[src/rtl/uart_byte_tx.sv]
// 8N1 UART byte transmitter: one start bit, eight data bits LSB first, one stop bit.
// Accepts a byte on a one-cycle Send_en pulse while idle and reports busy and done.
module uart_byte_tx #(
    parameter int CLK_FREQ   = 50_000_000,
    parameter int DIV_9600   = CLK_FREQ / 9600,
    parameter int DIV_19200  = CLK_FREQ / 19200,
    parameter int DIV_38400  = CLK_FREQ / 38400,
    parameter int DIV_57600  = CLK_FREQ / 57600,
    parameter int DIV_115200 = CLK_FREQ / 115200
) (
    input  logic       Clk,
    input  logic       Rst_n,
    input  logic [7:0] Data_byte,
    input  logic       Send_en,
    input  logic [2:0] baud_set,
    output logic       Rs232_Tx,
    output logic       Tx_Done,
    output logic       uart_state
);

    // The slowest rate sets the counter width; the counter only ever holds DIV-1.
    localparam int CNT_W = $clog2(DIV_9600);

    typedef enum logic {
        IDLE,
        SEND
    } state_t;

    state_t           state;
    logic [CNT_W-1:0] div_sel;
    logic [CNT_W-1:0] div_last_q;
    logic [CNT_W-1:0] bit_cnt;
    logic [3:0]       bit_idx;
    logic [7:0]       data_q;

    // Unused codes fall back to 9600 baud.
    always_comb begin
        div_sel = CNT_W'(DIV_9600 - 1);
        case (baud_set)
            3'd1:    div_sel = CNT_W'(DIV_19200 - 1);
            3'd2:    div_sel = CNT_W'(DIV_38400 - 1);
            3'd3:    div_sel = CNT_W'(DIV_57600 - 1);
            3'd4:    div_sel = CNT_W'(DIV_115200 - 1);
            default: div_sel = CNT_W'(DIV_9600 - 1);
        endcase
    end

    always_ff @(posedge Clk or negedge Rst_n) begin
        if (!Rst_n) begin
            state      <= IDLE;
            Rs232_Tx   <= 1'b1;
            Tx_Done    <= 1'b0;
            uart_state <= 1'b0;
            bit_cnt    <= '0;
            bit_idx    <= '0;
            data_q     <= '0;
            div_last_q <= '0;
        end else begin
            Tx_Done <= 1'b0;
            case (state)
                IDLE: begin
                    Rs232_Tx <= 1'b1;
                    if (Send_en) begin
                        data_q     <= Data_byte;
                        div_last_q <= div_sel;
                        bit_cnt    <= '0;
                        bit_idx    <= '0;
                        Rs232_Tx   <= 1'b0;
                        uart_state <= 1'b1;
                        state      <= SEND;
                    end
                end
                SEND: begin
                    // bit_idx names the bit currently on the line: 0 start, 1..8 data, 9 stop.
                    if (bit_cnt == div_last_q) begin
                        bit_cnt <= '0;
                        if (bit_idx == 4'd9) begin
                            bit_idx    <= '0;
                            Rs232_Tx   <= 1'b1;
                            uart_state <= 1'b0;
                            Tx_Done    <= 1'b1;
                            state      <= IDLE;
                        end else begin
                            bit_idx  <= bit_idx + 4'd1;
                            Rs232_Tx <= (bit_idx < 4'd8) ? data_q[bit_idx[2:0]] : 1'b1;
                        end
                    end else begin
                        bit_cnt <= bit_cnt + 1'b1;
                    end
                end
                default: state <= IDLE;
            endcase
        end
    end

endmodule

[config.mk]
export PLATFORM = sky130hd
export DESIGN_NAME = uart_byte_tx
export DESIGN_NICKNAME = d
export VERILOG_FILES = /design/src/rtl/uart_byte_tx.sv
export SDC_FILE = /design/constraint.sdc
export NUM_CORES = 1
export LEC_CHECK = 0
export CAP_MARGIN = 20
export CORE_UTILIZATION = 45
export CTS_CLUSTER_SIZE = 16
export DETAILED_ROUTE_END_ITERATION = 10
export PLACE_DENSITY = 0.61
export SYNTH_ARGS = -nofsm -noshare
export SYNTH_HDL_FRONTEND = slang
export SYNTH_SLANG_ARGS = --single-unit
[constraint.sdc]
create_clock -name Clk -period 4.55 [get_ports Clk]
set_input_delay 1.365 -clock Clk [delete_from_list [all_inputs] [get_ports Clk]]
set_output_delay 1.365 -clock Clk [all_outputs]
set_load 0.05 [all_outputs]
==> results.tsv <==
stage	metric	value	unit
status	status	complete, no violations	
sta	rsz0062_at_grt	no	
critical_path	crit_chain	clkdlybuf4s50_1 -> nor2_1 -> buf_4 -> nor2_1 -> nand2_1 -> o21ai_0	
clock_network	clkLatencyLatePin	0.29	ns
sta	worstMarginPinSlew	0.888	ns
global_routing	grt_max_degree	41	
clock_network	cts_setup_buffers	0	
global_routing	track_usage	17.7	%
cells_and_area	drive_gt1_share	7.82	%
drt	drc	0	
logic_synthesis	yosys.area_share.simple	23.9	%
sta	whs	0.479	ns
critical_path	endpoint_kind	flip-flop	
power	p_comb_share	20.5	%
clock_network	cts_tree	built	
cells_and_area	mostFrequentLayoutCell	nand2_1	
logic_synthesis	synth_compound_area_share	12.5	%
floorplan	core_area	4410	µm²
placement	hpwl	2.75	mm
clock_network	cts_buffers	5	
power	total_power	1040	µW
power	netSwitchingPower	312	µW
critical_path	critPathRequiredTime	4.76	ns
global_routing	grt_pass1_vias	1415	
floorplan	dieArea	4910	µm²
drt	wl_per_cell	13.4	µm
logic_synthesis	syn_avg_cell_area	9.22	µm²
logic_synthesis	synth_xor_xnor_area_share	7.14	%
cells_and_area	fin_nets	259	
logic_synthesis	netlist_instances	226	
logic_synthesis	synthFlopType	dfrtp_1	
critical_path	crit_type	in2reg	
sta	slew_violations	0	
cells_and_area	syn2layout_area_growth	15.0	%
drt	met2_length	1.63	mm
placement	placed_cell_area	2270	µm²
cells_and_area	design_area	2400	µm²
logic_synthesis	synth_top_area_share	46.8	%
drt	detail-route-antenna-nets	0	
sta	layout_min_cycle_time	3.07	ns
logic_synthesis	synth_top_area_cell	dfrtp_1	
sta	final-hold-violation-count	0	
logic_synthesis	synth_top_family_by_area	simple AND/OR/NAND/NOR gates	
clock_network	cts_root_buffer	clkbuf_8	
sta	finalSetupViolCount	0	
cells_and_area	multi_input_area	1020	µm²
logic_synthesis	syn_nets	243	
cells_and_area	fillers	414	
cells_and_area	regArea	1000	µm²
power	power.internal	724	µW
critical_path	cpMostUsedCell	nor2_1	
drt	wl_met3	135	µm
floorplan	io_pins	17	
logic_synthesis	yosysWarnings	0	
floorplan	die_w	70.1	µm
critical_path	worstPathArrival	3.28	ns
clock_network	clk_pin_slew	0.08	ns
power	switching_share	30.1	%
logic_synthesis	yosys-top-cells-area	dfrtp_1, nand2_1, xnor2_1, nor2_1, nand3_1	
global_routing	antenna_found_initial	0	
clock_network	hold_buffers	0	
critical_path	cp_slowest_cell	nor2_1	
drt	drt-initial-drc-count	100	
drt	viasPerCell	5.40	
clock_network	cts_resized	0	
logic_synthesis	synth_fa_ha_area_share	1.80	%
drt	dr.pass1.iters	4	
sta	setup_tns	0	ns
drt	drt-met1-wl	2.15	mm
sta	period_share	67.4	%
flow_run	drv_cap	0	
floorplan	initial_core_util	47.2	%
cells_and_area	diodes	0	
power	p_per_area	432	nW/µm²
drt	via_count	1594	
global_routing	grt_pass1_wl	6.84	mm
critical_path	worstPathMaxFanout	14	
sta	max_freq	326	MHz
floorplan	chipHeight	70.1	µm
power	peakVddDrop	183	µV
global_routing	grt-ovfl-total	0	
critical_path	critPathMaxStageDelay	0.67	ns
logic_synthesis	netlist_area	2080	µm²
sta	relSlewSlack	40.8	%
logic_synthesis	ys_types	42	
clock_network	clock_path_buffers	2	
logic_synthesis	ys_seq_area_share	48.1	%
min_path	hold_path.class	reg2reg	
placement	routabilityCongestion	0.784	
logic_synthesis	synth_edf_count	0	
logic_synthesis	ys_ff_latch	40	
power	p_leak	0.00106	µW
drt	totalWireLength	3.96	mm
logic_synthesis	async_flop_share	100	%
placement	io_buffers	16	
clock_network	htree_levels	2	
power	seq_power_share	48.8	%
critical_path	start_kind	input port	
clock_network	cts.sinks	40	
sta	fin_skew	0.00691	ns
drt	top_layer	met4	
power	power.share.clock	30.7	%
cells_and_area	mostFrequentLayoutCells	nand2_1, dfrtp_1, nor2_1, clkdlybuf4s50_1, xnor2_1	
floorplan	rows	24	
logic_synthesis	muxShareOfSynthArea	3.60	%
## cells by family after synthesis
family | count (synthesis)
buffers and inverters | 12
flip-flops | 40
adder cells (fa/ha/maj) | 3
AND/OR/NAND/NOR | 112
AO/OA/AOI/OAI | 37
multiplexers | 5
XOR/XNOR | 17
## critical path: cells and delay by family
family / cells / cell delay (ns)
AND/OR/NAND/NOR: 3 / 0.92
buffers and inverters: 2 / 0.79
AO/OA/AOI/OAI: 1 / 0.19
## final timing paths
path                                        startpoint                    endpoint  slack (ns)  cells past startpoint
worst max-delay path                           Send_en  div_last_q[11]$_DFFE_PN0P_        1.48                      6
worst min-delay path             data_q[1]$_DFFE_PN0P_       data_q[1]$_DFFE_PN0P_        0.48                      2
worst max register to register  bit_cnt[4]$_DFFE_PN0P_      bit_cnt[3]$_DFFE_PN0P_        2.37                      5
worst min register to register   data_q[1]$_DFFE_PN0P_       data_q[1]$_DFFE_PN0P_        0.48                      2
max in group asynchronous                        Rst_n   div_last_q[7]$_DFFE_PN0P_        2.81                      1
min in group asynchronous                        Rst_n      bit_cnt[2]$_DFFE_PN0P_        1.19                      1
## power by group through the flow
stage	combinational, µW	clock, µW	sequential [µW]
global placement	209	0	511
CTS	214	325	506
finish	212	318	506
detailed placement	213	0	512
global route	238	344	517
floorplan	158	0	497
## flip-flops by register name, indices dropped and copies added (netlist names)
register    flops
bit_cnt        13
state           1
Rs232_Tx        1
uart_state      1
Tx_Done         1
bit_idx         4
data_q          8
div_last_q     11
## stage by stage
| step | std cells | setup WS, ns | utilization (%) |
|---|---|---|---|
| 2_1_floorplan | 226 | 2.36 | - |
| 5_1_grt | 295 | 1.33 | 54.3 |
| 3_3_place_gp | 287 | 1.19 | 51.4 |
| 4_1_cts | 295 | 1.46 | 54.3 |
| 3_5_place_dp | 287 | 1.16 | 51.4 |
| 6_report | 295 | 1.48 | 54.3 |
## Yosys cell counts, drive strengths merged (2+ instances only)
master / instances
a21oi: 2
a22o: 3
a31oi: 2
and3: 4
buf: 2
clkbuf: 7
dfrtp: 39
ha: 3
inv: 2
mux2i: 3
mux4: 2
nand2: 64
nand3: 9
nand4: 2
nor2: 15
nor2b: 2
nor3: 6
o211ai: 3
o21ai: 15
o22ai: 2
or2: 2
or3: 4
xnor2: 14
xor2: 3
## routing by layer
metal	vias up	GRT usage (%)
met4	0	5.33
met3	6	4.76
met2	29	25.1
li1	809	-
met1	750	26.4
met5	-	0
## layout make-up
class                   count  area share (%)
inverters                   3           0.470
clock inverters             1            1.25
clock buffers               7            4.02
repair buffers             18            7.10
multi-input cells         174            42.6
well taps                  52            2.71
flip-flops and latches     40            41.8
(Power assumes the default switching activity.)
==> RTL change 1: new RTL, config.mk and constraints unchanged <==
One comparison of `bit_idx` changes from == to >=.
--- a/src/rtl/uart_byte_tx.sv
+++ b/src/rtl/uart_byte_tx.sv
@@ -75,5 +75,5 @@
                     if (bit_cnt == div_last_q) begin
                         bit_cnt <= '0;
-                        if (bit_idx == 4'd9) begin
+                        if (bit_idx >= 4'd9) begin
                             bit_idx    <= '0;
                             Rs232_Tx   <= 1'b1;
Function: no difference found for any inputs over 10 cycles, from zero or initial values and one cycle with Rst_n low; that may be too few to reach the edited logic, so the function may still have changed.
==> RTL change 1 against the unedited design <==
Critical path type is now flip-flop to output port; synthesized cell count up 2.2%; count of clock-buffer cells in the layout shrank 1; design area up 1.4%; register-to-register slack improved by 50 ps; synthesized area grew 3.7%; sequential cell count stayed put; setup slack improved by 94 ps; routed wire length rose by 3.1%; largest cell class unchanged; sequential share of layout area decreased by 0.56 points; combinational power is 56% higher; total power is 9.7% higher; utilization about the same; via count fell by 0.19%; sequential power grew 11%; critical endpoint is now Rs232_Tx.
==> RTL change 1: results (changes against the unedited design) <==
metric	value	unit	change
status	finished, final reports clean		
final_area	2430	sq um	+1.4%
seq_share	41.2	%	-0.56 points
dp.cells	289		+0.70%
grt_pass1_wl	7380	um	+8.0%
synth-adder-area-share	2.32	%	+0.52 points
grt_usage	18.8	%	+1.0 points
hold_end	data_q[6]		
leakage	1.07	nW	+0.85%
fin_hold_ws	477	ps	-1.91 ps
nNetsFinal	262		+1.2%
ys_seq_area_share	46.4	%	-1.7 points
synthTopCellsByArea	dfrtp_1 (45%), nand2_1 (8.7%), xnor2_1 (5.3%), o21ai_0 (3.0%), nor2_1 (3.0%)		
via_count	1591		-0.19%
timing.hold.worst.start	data_q[6]		
multi_input_area_share	44.5	%	+1.8 points
p_total	1.14	mW	+9.7%
drt-initial-drc-count	98		-2.0%
rr_endpoint	bit_cnt[6]		
cp_top_family	buffers and inverters		
clkbuf_count	6		-1
synth.avg_cell_area	9.35	sq um	+1.4%
place_area	2340	sq um	+2.9%
first_global_vias	1515		+7.1%
synth_compound_area_share	14.0	%	+1.4 points
RTL change 1: cell count changes in the layout (fill, tap and decap cells not counted), sizes merged, moves of 3 or more:
cell   change
inv        +5
mux2i      -3
nand2     -14
nand3      -3
nand4      +3
nor3b      +4
o21ai      +3
RTL change 1: per-layer routing:
layer | global-route usage [%] | vias up | wire length (um)
met4 | 6.44 | 0 | 56
met2 | 26.0 | 20 | 1710
met3 | 5.06 | 6 | 116
li1 | - | 820 | -
met1 | 28.2 | 745 | 2200
met5 | 0 | - | 0
RTL change 1: worst max path at each step:
stage                               end  slack (ps)  cells after the start      from
after CTS                      Rs232_Tx        1550                      1  Rs232_Tx
final                          Rs232_Tx        1580                      1  Rs232_Tx
after detailed placement  div_last_q[5]        1490                      4   Send_en
after global routing           Rs232_Tx        1530                      1  Rs232_Tx
after floorplan               data_q[0]        2380                      5   Send_en
after global placement    div_last_q[5]        1510                      4   Send_en
==> RTL change 2: new RTL, same settings <==
Made on the original files. The parameter `CLK_FREQ` goes from 50_000_000 to 12_500_000.
--- a/src/rtl/uart_byte_tx.sv
+++ b/src/rtl/uart_byte_tx.sv
@@ -2,5 +2,5 @@
 // Accepts a byte on a one-cycle Send_en pulse while idle and reports busy and done.
 module uart_byte_tx #(
-    parameter int CLK_FREQ   = 50_000_000,
+    parameter int CLK_FREQ   = 12_500_000,
     parameter int DIV_9600   = CLK_FREQ / 9600,
     parameter int DIV_19200  = CLK_FREQ / 19200,
Check against the original RTL: same outputs for any inputs over 10 cycles, from zero or initial values and one cycle with Rst_n low; that may be too few to reach the edited logic, so the function may still have changed.
==> RTL change 2 against the unedited design <==
Final cell count decreased by 15%; critical path depth decreased by 5; synthesized area decreased by 9.8%; clock power decreased by 32%; design area decreased by 10%; sequential cell count decreased by 3; total power decreased by 1.7%; routed wire length decreased by 9.7%; setup slack improved by 93 ps; largest power group unchanged.
==> RTL change 2: results (changes against the unedited design) <==
metric	value	unit	change
fin_worst_skew	4.72	ps	-2.19 ps
clock_area_share	3.71	%	-1.6 points
met3_length	130	um	-3.7%
grt.busiest_layer	met2		
met2_usage	28.9	%	+3.8 points
dp.cells	242		-16%
clkSlewWorstSetupHoldPaths	60	ps	-20 ps
cp.arrival	1610	ps	-1670 ps
n_all_buffers	17		-1
synth.avg_cell_area	10.3	sq um	+11%
hold_end	data_q[7]		
synthDistinctLibCells	39		-7.1%
nNetsFinal	216		-17%
route.met2.wl	1660	um	+1.8%
synthTopCellsByCount	dfrtp_1 (36), nand2_1 (24), o21ai_0 (14)		
via_count	1407		-12%
synth_xor_area_share	6.52	%	-0.62 points
nMultiInputCombCells	135		-22%
leakage	0.930	nW	-12%
pre_cts_slack	1430	ps	+269 ps
slowest_stage	clkdlybuf4s50_1		
synth_mux_area_share	9.39	%	+5.8 points
cp_top_family	buffers and inverters		
top_regs	bit_cnt: 11 flops, div_last_q: 10 flops, data_q: 8 flops		
core-area	4000	sq um	-9.4%
cp-startpoint	Rs232_Tx		
layout.cells.non_filler	250		-15%
ys_seq_area_share	49.3	%	+1.3 points
grt_usage	18.7	%	+1.0 points
place_area	2080	sq um	-8.5%
critPathMaxStageDelay	790	ps	+120 ps
final-nonclk-buf-share	7.77	%	+0.67 points
syn_nets	200		-18%
status	finished, final reports clean		
tightest_slew	887	ps	-1.34 ps
drive_gt1_share	11.0	%	+3.2 points
synthTopCellsByArea	dfrtp_1 (48%), xnor2_1 (5.6%), mux2_2 (5.4%), nand2_1 (4.8%), o21ai_0 (3.7%)		
cts_sinks	37		-7.5%
synth_compound_area_share	13.9	%	+1.4 points
timing.hold.worst.start	data_q[7]		
seqCellArea	927	sq um	-7.5%
fin_crit	2970	ps	-93.0 ps
-- RTL change 2: cell types whose count changed in the layout (fill, tap and decap cells not counted), sizes merged, moves of 3 or more --
| cell | before | now |
|---|---|---|
| nand2 | 64 | 24 |
| dfrtp | 39 | 36 |
| o31ai | 0 | 3 |
| a211o | 0 | 3 |
| mux2 | 0 | 9 |
-- RTL change 2: power by group through the flow --
stage	clock, mW	sequential [mW]	combinational, mW
after CTS	0.222	0.515	0.287
after global placement	0	0.519	0.273
after detailed placement	0	0.522	0.285
after global routing	0.240	0.531	0.318
after floorplan	0	0.506	0.212
final	0.217	0.518	0.283
-- RTL change 2: cells by family (layout without fill, tap and decap cells) --
group | after synthesis | in the layout
buffers and inverters | 11 | 28
and+or+nand+nor | 66 | 66
AOI/OAI and AO/OA | 38 | 38
muxes | 14 | 14
xor gates and xnor gates | 14 | 14
adders and majority gates | 3 | 3
DFF | 37 | 37
